**src/rtl/ctrl_trace_encoder.sv**
```systemverilog
// Re-encodes the decoded control bundle of each committing instruction into MIPS op/func
// and queues {ts, pc, op, func, bad} records for a valid/ready trace consumer.
module ctrl_trace_encoder #(
    parameter int DEPTH  = 8,
    parameter int TS_W   = 16,
    parameter int DROP_W = 8
) (
    input  logic                     clk,
    input  logic                     reset,
    input  logic                     commit_en,
    input  logic [31:0]              pc,
    input  logic                     RegWr,
    input  logic                     ALUSrc,
    input  logic                     RegDst,
    input  logic                     MemtoReg,
    input  logic                     MemWr,
    input  logic                     Branch,
    input  logic                     Jump,
    input  logic                     Extop,
    input  logic [3:0]               ALUctr,
    output logic                     trace_valid,
    input  logic                     trace_ready,
    output logic [TS_W-1:0]          trace_ts,
    output logic [31:0]              trace_pc,
    output logic [5:0]               trace_op,
    output logic [5:0]               trace_func,
    output logic                     trace_bad,
    output logic [$clog2(DEPTH):0]   fifo_level,
    output logic [DROP_W-1:0]        drop_cnt
);

    localparam int AW = $clog2(DEPTH);
    localparam int LW = AW + 1;

    typedef struct packed {
        logic [TS_W-1:0] ts;
        logic [31:0]     pc;
        logic [5:0]      op;
        logic [5:0]      func;
        logic            bad;
    } rec_t;

    logic [5:0] enc_op;
    logic [5:0] enc_func;
    logic       enc_bad;
    logic [2:0] ctl_hot;

    // Priority encoder; anything that falls through keeps the illegal default.
    always_comb begin
        enc_op   = 6'b111111;
        enc_func = 6'b000000;
        enc_bad  = 1'b1;
        ctl_hot  = 3'(Jump) + 3'(Branch) + 3'(MemWr) + 3'(MemtoReg);
        if (ctl_hot > 3'd1) begin
            enc_bad = 1'b1;
        end else if (Jump) begin
            enc_op  = 6'b000010;
            enc_bad = 1'b0;
        end else if (Branch && ALUctr == 4'b0001) begin
            enc_op  = 6'b000100;
            enc_bad = 1'b0;
        end else if (MemWr && ALUSrc && ALUctr == 4'b0000) begin
            enc_op  = 6'b101011;
            enc_bad = 1'b0;
        end else if (MemtoReg && RegWr && ALUSrc && ALUctr == 4'b0000) begin
            enc_op  = 6'b100011;
            enc_bad = 1'b0;
        end else if (RegWr && RegDst && !ALUSrc) begin
            enc_bad = 1'b0;
            enc_op  = 6'b000000;
            case (ALUctr)
                4'b0000: enc_func = 6'b100000;
                4'b0001: enc_func = 6'b100010;
                4'b0010: enc_func = 6'b100100;
                4'b0011: enc_func = 6'b100101;
                4'b0100: enc_func = 6'b101010;
                default: begin
                    enc_op  = 6'b111111;
                    enc_bad = 1'b1;
                end
            endcase
        end else if (RegWr && !RegDst && ALUSrc && Extop && ALUctr == 4'b0000) begin
            enc_op  = 6'b001001;
            enc_bad = 1'b0;
        end else if (RegWr && !RegDst && ALUSrc && !Extop && ALUctr == 4'b0011) begin
            enc_op  = 6'b001101;
            enc_bad = 1'b0;
        end else if (!RegWr && !MemWr && !Branch && !Jump) begin
            enc_op  = 6'b000000;
            enc_bad = 1'b0;
        end
    end

    rec_t              mem [DEPTH];
    rec_t              head_reg, head_next, new_rec;
    logic [AW-1:0]     rd_ptr_reg, wr_ptr_reg, rd_ptr_next;
    logic [LW-1:0]     level_reg, level_next;
    logic [DROP_W-1:0] drop_reg;
    logic [TS_W-1:0]   ts_reg;
    logic              full, pop, push;

    assign full        = (level_reg == LW'(DEPTH));
    assign trace_valid = (level_reg != '0);
    assign pop         = trace_valid && trace_ready;
    assign push        = commit_en && (!full || pop);
    assign rd_ptr_next = rd_ptr_reg + AW'(pop);
    assign level_next  = level_reg + LW'(push) - LW'(pop);
    assign new_rec     = '{ts: ts_reg, pc: pc, op: enc_op, func: enc_func, bad: enc_bad};

    // The new head either already sits in storage or is the record being written now.
    always_comb begin
        head_next = head_reg;
        if (level_next != '0) begin
            if (level_reg == LW'(pop) && push)
                head_next = new_rec;
            else
                head_next = mem[rd_ptr_next];
        end
    end

    always_ff @(posedge clk) begin
        if (push && !reset)
            mem[wr_ptr_reg] <= new_rec;
    end

    always_ff @(posedge clk) begin
        if (reset) begin
            rd_ptr_reg <= '0;
            wr_ptr_reg <= '0;
            level_reg  <= '0;
            drop_reg   <= '0;
            ts_reg     <= '0;
            head_reg   <= '0;
        end else begin
            rd_ptr_reg <= rd_ptr_next;
            wr_ptr_reg <= wr_ptr_reg + AW'(push);
            level_reg  <= level_next;
            ts_reg     <= ts_reg + 1'b1;
            head_reg   <= head_next;
            if (commit_en && !push && drop_reg != '1)
                drop_reg <= drop_reg + 1'b1;
        end
    end

    assign trace_ts   = head_reg.ts;
    assign trace_pc   = head_reg.pc;
    assign trace_op   = head_reg.op;
    assign trace_func = head_reg.func;
    assign trace_bad  = head_reg.bad;
    assign fifo_level = level_reg;
    assign drop_cnt   = drop_reg;

endmodule
```
**config.mk**
```make
export PLATFORM = sky130hd
export DESIGN_NAME = ctrl_trace_encoder
export DESIGN_NICKNAME = d
export VERILOG_FILES = /design/src/rtl/ctrl_trace_encoder.sv
export SDC_FILE = /design/constraint.sdc
export NUM_CORES = 1
export LEC_CHECK = 0
export CORE_MARGIN = 5
export CORE_UTILIZATION = 57
export CTS_BUF_LIST = sky130_fd_sc_hd__clkbuf_4 sky130_fd_sc_hd__clkbuf_8
export DETAILED_ROUTE_END_ITERATION = 6
export DONT_BUFFER_PORTS = 1
export GPL_TIMING_DRIVEN = 0
export PLACE_DENSITY = 0.72
export SETUP_SLACK_MARGIN = 0.2
export SLEW_MARGIN = 25
export SYNTH_ARGS = -nofsm -noshare
export SYNTH_HDL_FRONTEND = slang
export SYNTH_SLANG_ARGS = --single-unit
```
**constraint.sdc**
```tcl
create_clock -name clk -period 10.8 [get_ports clk]
set_input_delay 2.16 -clock clk [delete_from_list [all_inputs] [get_ports clk]]
set_output_delay 2.16 -clock clk [all_outputs]
set_load 0.1 [all_outputs]
```
==> qor.txt <==
Status -> complete, no violations
Crit path buf inv count -> 4
Crit path from -> fifo_level[2]
FF-to-FF Start -> fifo_level[2]
Post-CTS resize count -> 0
RSZ-0062 raised after global routing -> false
Post-Syn Area -> 22400 um^2
Seq/Total Area, Yosys -> 0.7160
Final WS setup -> 5373 ps
Syn nets -> 1492
EDFF count, synth -> 472
Setup violations, final -> 0
Number of global-route vias before repair -> 13470
Inserted Clock Buffers -> 88
Met2 Track Usage GR -> 0.4006
Most numerous cell on the critical path -> ha_1
Clk_skew -> 33.32 ps
CP Launch Type -> flip-flop
Syn Inst Count -> 1430
Reg2reg setup slack -> 5370 ps
Clock Tree Buf Depth -> 3
Predominant post-synthesis flop cell -> edfxtp_1
Final worst-path cycle share -> 0.5025
Clock Sinks -> 565
Worst Reg-to-Reg Cells -> 15
Die Y -> 208.2 um
Detailed-route via count -> 13180
F_max -> 184.3 MHz
Min-Delay Path Class -> flip-flop to flip-flop
Most common cell after layout, fill and taps aside -> edfxtp_1
Max reg flops -> 472
Worst skew pair latency -> 650 ps
Crit path time final -> 5427 ps
Max-cap violations -> 0
Setup crit end kind -> flip-flop
Most Crowded Layer GR -> met2
Syn_area_per_cell -> 15.66 um^2
Slew @ Worst Pin -> 1080 ps
Relative slew slack -> 0.2793
Final hold violation count -> 0
Io pins -> 122
Fillcell total -> 2709
CP Capture Point -> trace_func[5]
Top cell type's share of synthesized area -> 0.6328
Initial Utilization -> 0.5782
Detailed-route wire length per cell -> 25.23 um
Routed WL -> 54120 um
Synth warn -> 0
CP max stage cell -> dfxtp_1
Antenna cells -> 0
Total gr overflow -> 0
Crit-path cells -> inv_1 -> ha_1 -> nand2_1 -> and2_1 -> ha_1 -> inv_1 -> ha_1 -> fa_1 -> or2_0 -> nor3_1 -> mux2i_2 -> buf_2 -> buf_2 -> o211ai_1 -> a21oi_1
Overall Power -> 7.064 mW
CTS tree -> done
DP Worst Slack -> 4806 ps
First-pass GRT wire length -> 81820 um
Worst path required time -> 11350 ps
GR Layer Usage met1 -> 0.3327
Pwr Density -> 276.8 nW/um^2
Die W -> 208.2 um
Core area -> 38740 um^2
Cts hold-fix bufs -> 0
Vias/cell -> 6.146
ANT nets after route -> 0
CP max stage delay -> 960 ps
Number of DRC markers in iteration 0 -> 1161
Area after DPL -> 23720 um^2
Largest reg by FF count -> mem
Commonest cells after routing, fill and taps aside -> 472 x edfxtp_1, 192 x mux2i_1, 101 x clkbuf_8
Met3 Usage GRT -> 0.06658
Maximum number of pins on one net before global-route repair -> 20
H-tree depth -> 3
Row count -> 72
Nets -> 1619
Die ar. -> 43360 um^2
Ranking of synthesized cells by area -> edfxtp_1 63%, mux2i_1 8.6%, dfxtp_1 8.3%, a22oi_1 3.2%, mux4_2 2.1%
Area leader, netlist -> edfxtp_1
Clock root buffer -> clkbuf_8
CP max FO -> 10
Area used by multi-input combinational logic -> 5883 um^2
Flip-flop and latch area -> 16040 um^2
Setup Crit Path Kind -> flip-flop to flip-flop
HPWL Detailed -> 34950 um
Area grow syn2layout -> 13.97%
Worst vdd ir -> 0.2876 mV
Routability Congestion -> 0.8199
Reg-to-reg endpoint -> trace_func[5]
Drt drc -> 0
Library cells used by synthesis -> 70
Antenna violations before repair -> 1
Post-CTS Setup Bufs -> 0
Seq cells post-synth -> 565
Cell family with most CP delay -> simple AND/OR/NAND/NOR gates
DRT Pass-1 Iters -> 7
Critical Path AT -> 5980 ps
Port bufs -> 0
Pleak -> 8.495 nW
Global Route Usage Sum -> 0.2472
Stages on the worst setup path -> 15
Worst-path clk slew -> 60 ps
Final Max Slew Viols -> 0
Share of cells above drive strength 1 -> 0.1770
Synth async-reset ratio -> 0
Post-route cell area -> 25530 um^2
cell type report:
class,count,area share
Sequential cell,565,0.6284
Multi-Input combinational cell,761,0.2305
Clock buffer,127,0.06161
Tap cell,518,0.02539
Timing Repair Buffer,37,0.02412
Buffer,87,0.01877
Clock inverter,33,0.008676
Inverter,17,0.002500
logic make-up (layout without fill, tap and decap cells):
logic type | after synthesis | after routing | share of synthesized area
AOI/OAI and AO/OA | 260 | 260 | 0.07855
buffers and inverters | 104 | 301 | 0.02425
and+or+nand+nor | 247 | 247 | 0.05464
xor gates and xnor gates | 21 | 21 | 0.008548
DFF | 565 | 565 | 0.7160
other | 1 | 1 | 0.0001674
adders and majority gates | 14 | 14 | 0.008492
muxes | 218 | 218 | 0.1094
worst min-delay path by stage:
stage	start	end	slack, ps	depth (start not counted)
after global placement	wr_ptr_reg[2]	wr_ptr_reg[2]	550	2
after detailed placement	ts_reg[2]	mem[2][47]	570	0
after floorplan	ts_reg[0]	ts_reg[0]	510	1
after CTS	ts_reg[2]	mem[2][47]	580	0
final	ts_reg[2]	mem[2][47]	590	0
after global routing	ts_reg[2]	mem[4][47]	610	0
through the flow:
step	utilization	hold WS [ps]	instances	TNS, ps
after floorplan	-	511.0	1430	0
after global placement	0.5949	555.0	1948	-101380
after detailed placement	0.6124	571.5	1985	0
after CTS	0.6588	581.1	2145	0
after global routing	0.6589	613.2	2145	0
final	0.6589	589.0	2145	0
power breakdown:
group / total (mW) / internal [mW] / switching, mW
Sequential: 3.31 / 2.52 / 0.785
Clock: 1.81 / 1.01 / 0.803
Combinational: 1.95 / 0.741 / 1.21
Total: 7.06 / 4.27 / 2.79
synthesized netlist by cell type (2+ instances only):
cell / number
nor3_1: 8
ha_1: 12
and2_1: 4
nor2_1: 78
a211o_1: 2
or3_1: 5
xnor2_1: 14
nand2b_1: 3
a21oi_1: 69
a21o_1: 2
inv_1: 17
or3_2: 2
and3_1: 9
clkbuf_4: 2
a32o_1: 2
buf_4: 15
o31ai_1: 4
a211oi_1: 40
nand2_1: 37
o21ai_0: 20
nor3b_1: 3
buf_1: 3
nor4_1: 6
buf_2: 36
nand4_1: 4
dfxtp_1: 93
buf_6: 3
clkbuf_8: 2
fa_1: 2
edfxtp_1: 472
mux4_2: 21
mux2i_1: 193
nand4b_1: 2
clkbuf_1: 25
nor2b_1: 10
a22oi_1: 96
mux2_2: 4
xor2_1: 6
a311oi_1: 4
nand3_1: 64
a31oi_1: 2
o211ai_1: 6
routing by layer:
| metal | routed length [um] | vias to the layer above |
|---|---|---|
| met4 | 1211 | 0 |
| met1 | 21170 | 6593 |
| met2 | 26060 | 655 |
| met3 | 5678 | 83 |
| li1 | - | 5852 |
| met5 | 0 | - |
Power figures use the tool's default switching activity.
==> RTL edit, RTL diff (same flow settings) <==
Change the parameter `DEPTH` from 8 to 16.
--- a/src/rtl/ctrl_trace_encoder.sv
+++ b/src/rtl/ctrl_trace_encoder.sv
@@ -1,7 +1,7 @@
 // Re-encodes the decoded control bundle of each committing instruction into MIPS op/func
 // and queues {ts, pc, op, func, bad} records for a valid/ready trace consumer.
 module ctrl_trace_encoder #(
-    parameter int DEPTH  = 8,
+    parameter int DEPTH  = 16,
     parameter int TS_W   = 16,
     parameter int DROP_W = 8
 ) (
Ports: changed (resized fifo_level); port bits go from 122 to 123. No check against the original RTL was run, so the function may have changed too.
==> RTL edit against the original RTL <==
Setup slack worse by 0.84 ns. Global-route usage is 1.6 points higher. Synthesized cell count is 39% higher. Utilization is 0.66 points higher. Sequential cell count is 475 higher. First-iteration DRC count is 120% higher. Largest cell class unchanged. Die area is 77% higher. Area after synthesis is 81% higher. Design area is 83% higher. Wire length is 86% higher. Power is 79% higher. Clock skew is 0.0027 ns lower. Sequential power is 60% higher.
==> RTL edit: results (changes against the original RTL) <==
Detailed routing
  • WL/cell: 30.3 um (+20%)
  • Detailed router's first-iteration violation count: 2596 (+120%)
  • Routed Wire Length: 101 mm (+86%)
  • Via count: 21600 (+64%)

CTS
  • Clk_lat worst skew: 0.82 ns (+0.17 ns)
  • # H-tree levels: 4 (+1)

Placed design
  • Placed cell count: 3025 (+52%)
  • Pre-CTS WS: 4.69 ns (-0.117 ns)
  • DP HPWL: 66.4 mm (+90%)
  • Placer congestion estimate: 0.811 (-1.0%)
  • Placed Area: 0.0435 sq mm (+83%)

Setup path
  • Reg2reg setup slack: 4.54 ns (-0.84 ns)
  • Critical Path End: trace_pc[7]$_SDFFE_PP0P_
  • Reg2Reg Depth: 17 (+2)
  • Worst EP arrival: 6.98 ns (+1.00 ns)
  • Worst reg2reg path endpoint: trace_pc[7]$_SDFFE_PP0P_

Logic synthesis
  • Number of enable flip-flop cells after synthesis: 944 (+100%)
  • Post-Synthesis Mean Instance Area: 20.4 sq um (+30%)
  • Post-synth top cells: edfxtp_1, mux4_2, dfxtp_1
  • Register area share after synthesis: 74.6% (+3.0 points)
  • Compound-gate portion of the synthesized area: 2.78% (-5.1 points)
  • Post-Synth XOR/XNOR Area: 0.645% (-0.21 points)
  • Library cells used by synthesis: 58 (-17%)

Finish
  • Layout Nets: 2308 (+43%)
  • Largest register FFs: 944 (+100%)
  • Layout cells sized above 1: 31.3% (+14 points)

Power
  • Internal power: 0.00807 W (+89%)

STA
  • Crit path time final: 6.26 ns (+0.835 ns)
  • Final Skew: 0.0306 ns (-0.00271 ns)
  • Worst slew pin tran: 1.12 ns (+0.0412 ns)

Outcome
  • Status: complete, no violations

GRT
  • GRT Util Overall: 26.3% (+1.6 points)
RTL edit: area by class of cell:
type | count | area [sq um]
inverter | 14 | 52.6
timing repair buffer | 95 | 1540
clock inverter | 58 | 378
sequential | 1040 | 30300
antenna | 1 | 2.50
clock buffer | 239 | 2910
fill | 4378 | 23500
tap | 940 | 1180
buffer | 131 | 671
multi-input combinational | 805 | 9760
RTL edit: how the worst min path moves through the flow:
stage	from	endpoint	slack (ns)	depth (start not counted)
2_1_floorplan	wr_ptr_reg[3]$_SDFF_PP0_	wr_ptr_reg[3]$_SDFF_PP0_	0.53	2
3_3_place_gp	wr_ptr_reg[3]$_SDFF_PP0_	wr_ptr_reg[3]$_SDFF_PP0_	0.55	2
3_5_place_dp	wr_ptr_reg[3]$_SDFF_PP0_	wr_ptr_reg[3]$_SDFF_PP0_	0.60	2
4_1_cts	wr_ptr_reg[3]$_SDFF_PP0_	wr_ptr_reg[3]$_SDFF_PP0_	0.62	2
6_report	wr_ptr_reg[3]$_SDFF_PP0_	wr_ptr_reg[3]$_SDFF_PP0_	0.63	2
5_1_grt	wr_ptr_reg[3]$_SDFF_PP0_	wr_ptr_reg[3]$_SDFF_PP0_	0.67	2
RTL edit: per-layer routing:
metal,routed length (um),global-route usage [%]
met1,37200,34.7
met2,48300,41.6
met3,11500,8.64
met4,3460,9.57
met5,249,2.13
RTL edit: power by group through the flow:
stage          sequential (W)  combinational, W  clock (W)
3_5_place_dp          0.00539           0.00400          0
2_1_floorplan         0.00533           0.00282          0
6_report              0.00531           0.00403    0.00331
3_3_place_gp          0.00539           0.00384          0
5_1_grt               0.00532           0.00427    0.00355
4_1_cts               0.00531           0.00402    0.00335
RTL edit: cell families (layout without fill, tap and decap cells):
kind of cell    count (synthesis)  after routing
compound gates                143            143
xor+xnor                       29             29
fa+ha+maj                      13             13
buf+inv                       145            537
flops                        1040           1040
mux                           354            354
other cells                     1              2
simple gates                  265            265
RTL edit: worst max-delay path: stages, from the launching register on:
cell and delay, ns:
dfxtp_1 1.02, inv_1 0.17, ha_1 0.26, nor3b_1 0.17, nand2b_1 0.82, nand2_1 0.15, or2_2 0.35, o21ai_0 0.09
ha_1 0.19, inv_1 0.07, fa_1 0.42, xor2_1 0.24, nand3b_1 0.58, or3_1 0.57, clkbuf_1 0.31, buf_2 0.33
buf_6 0.19, a211oi_1 0.22
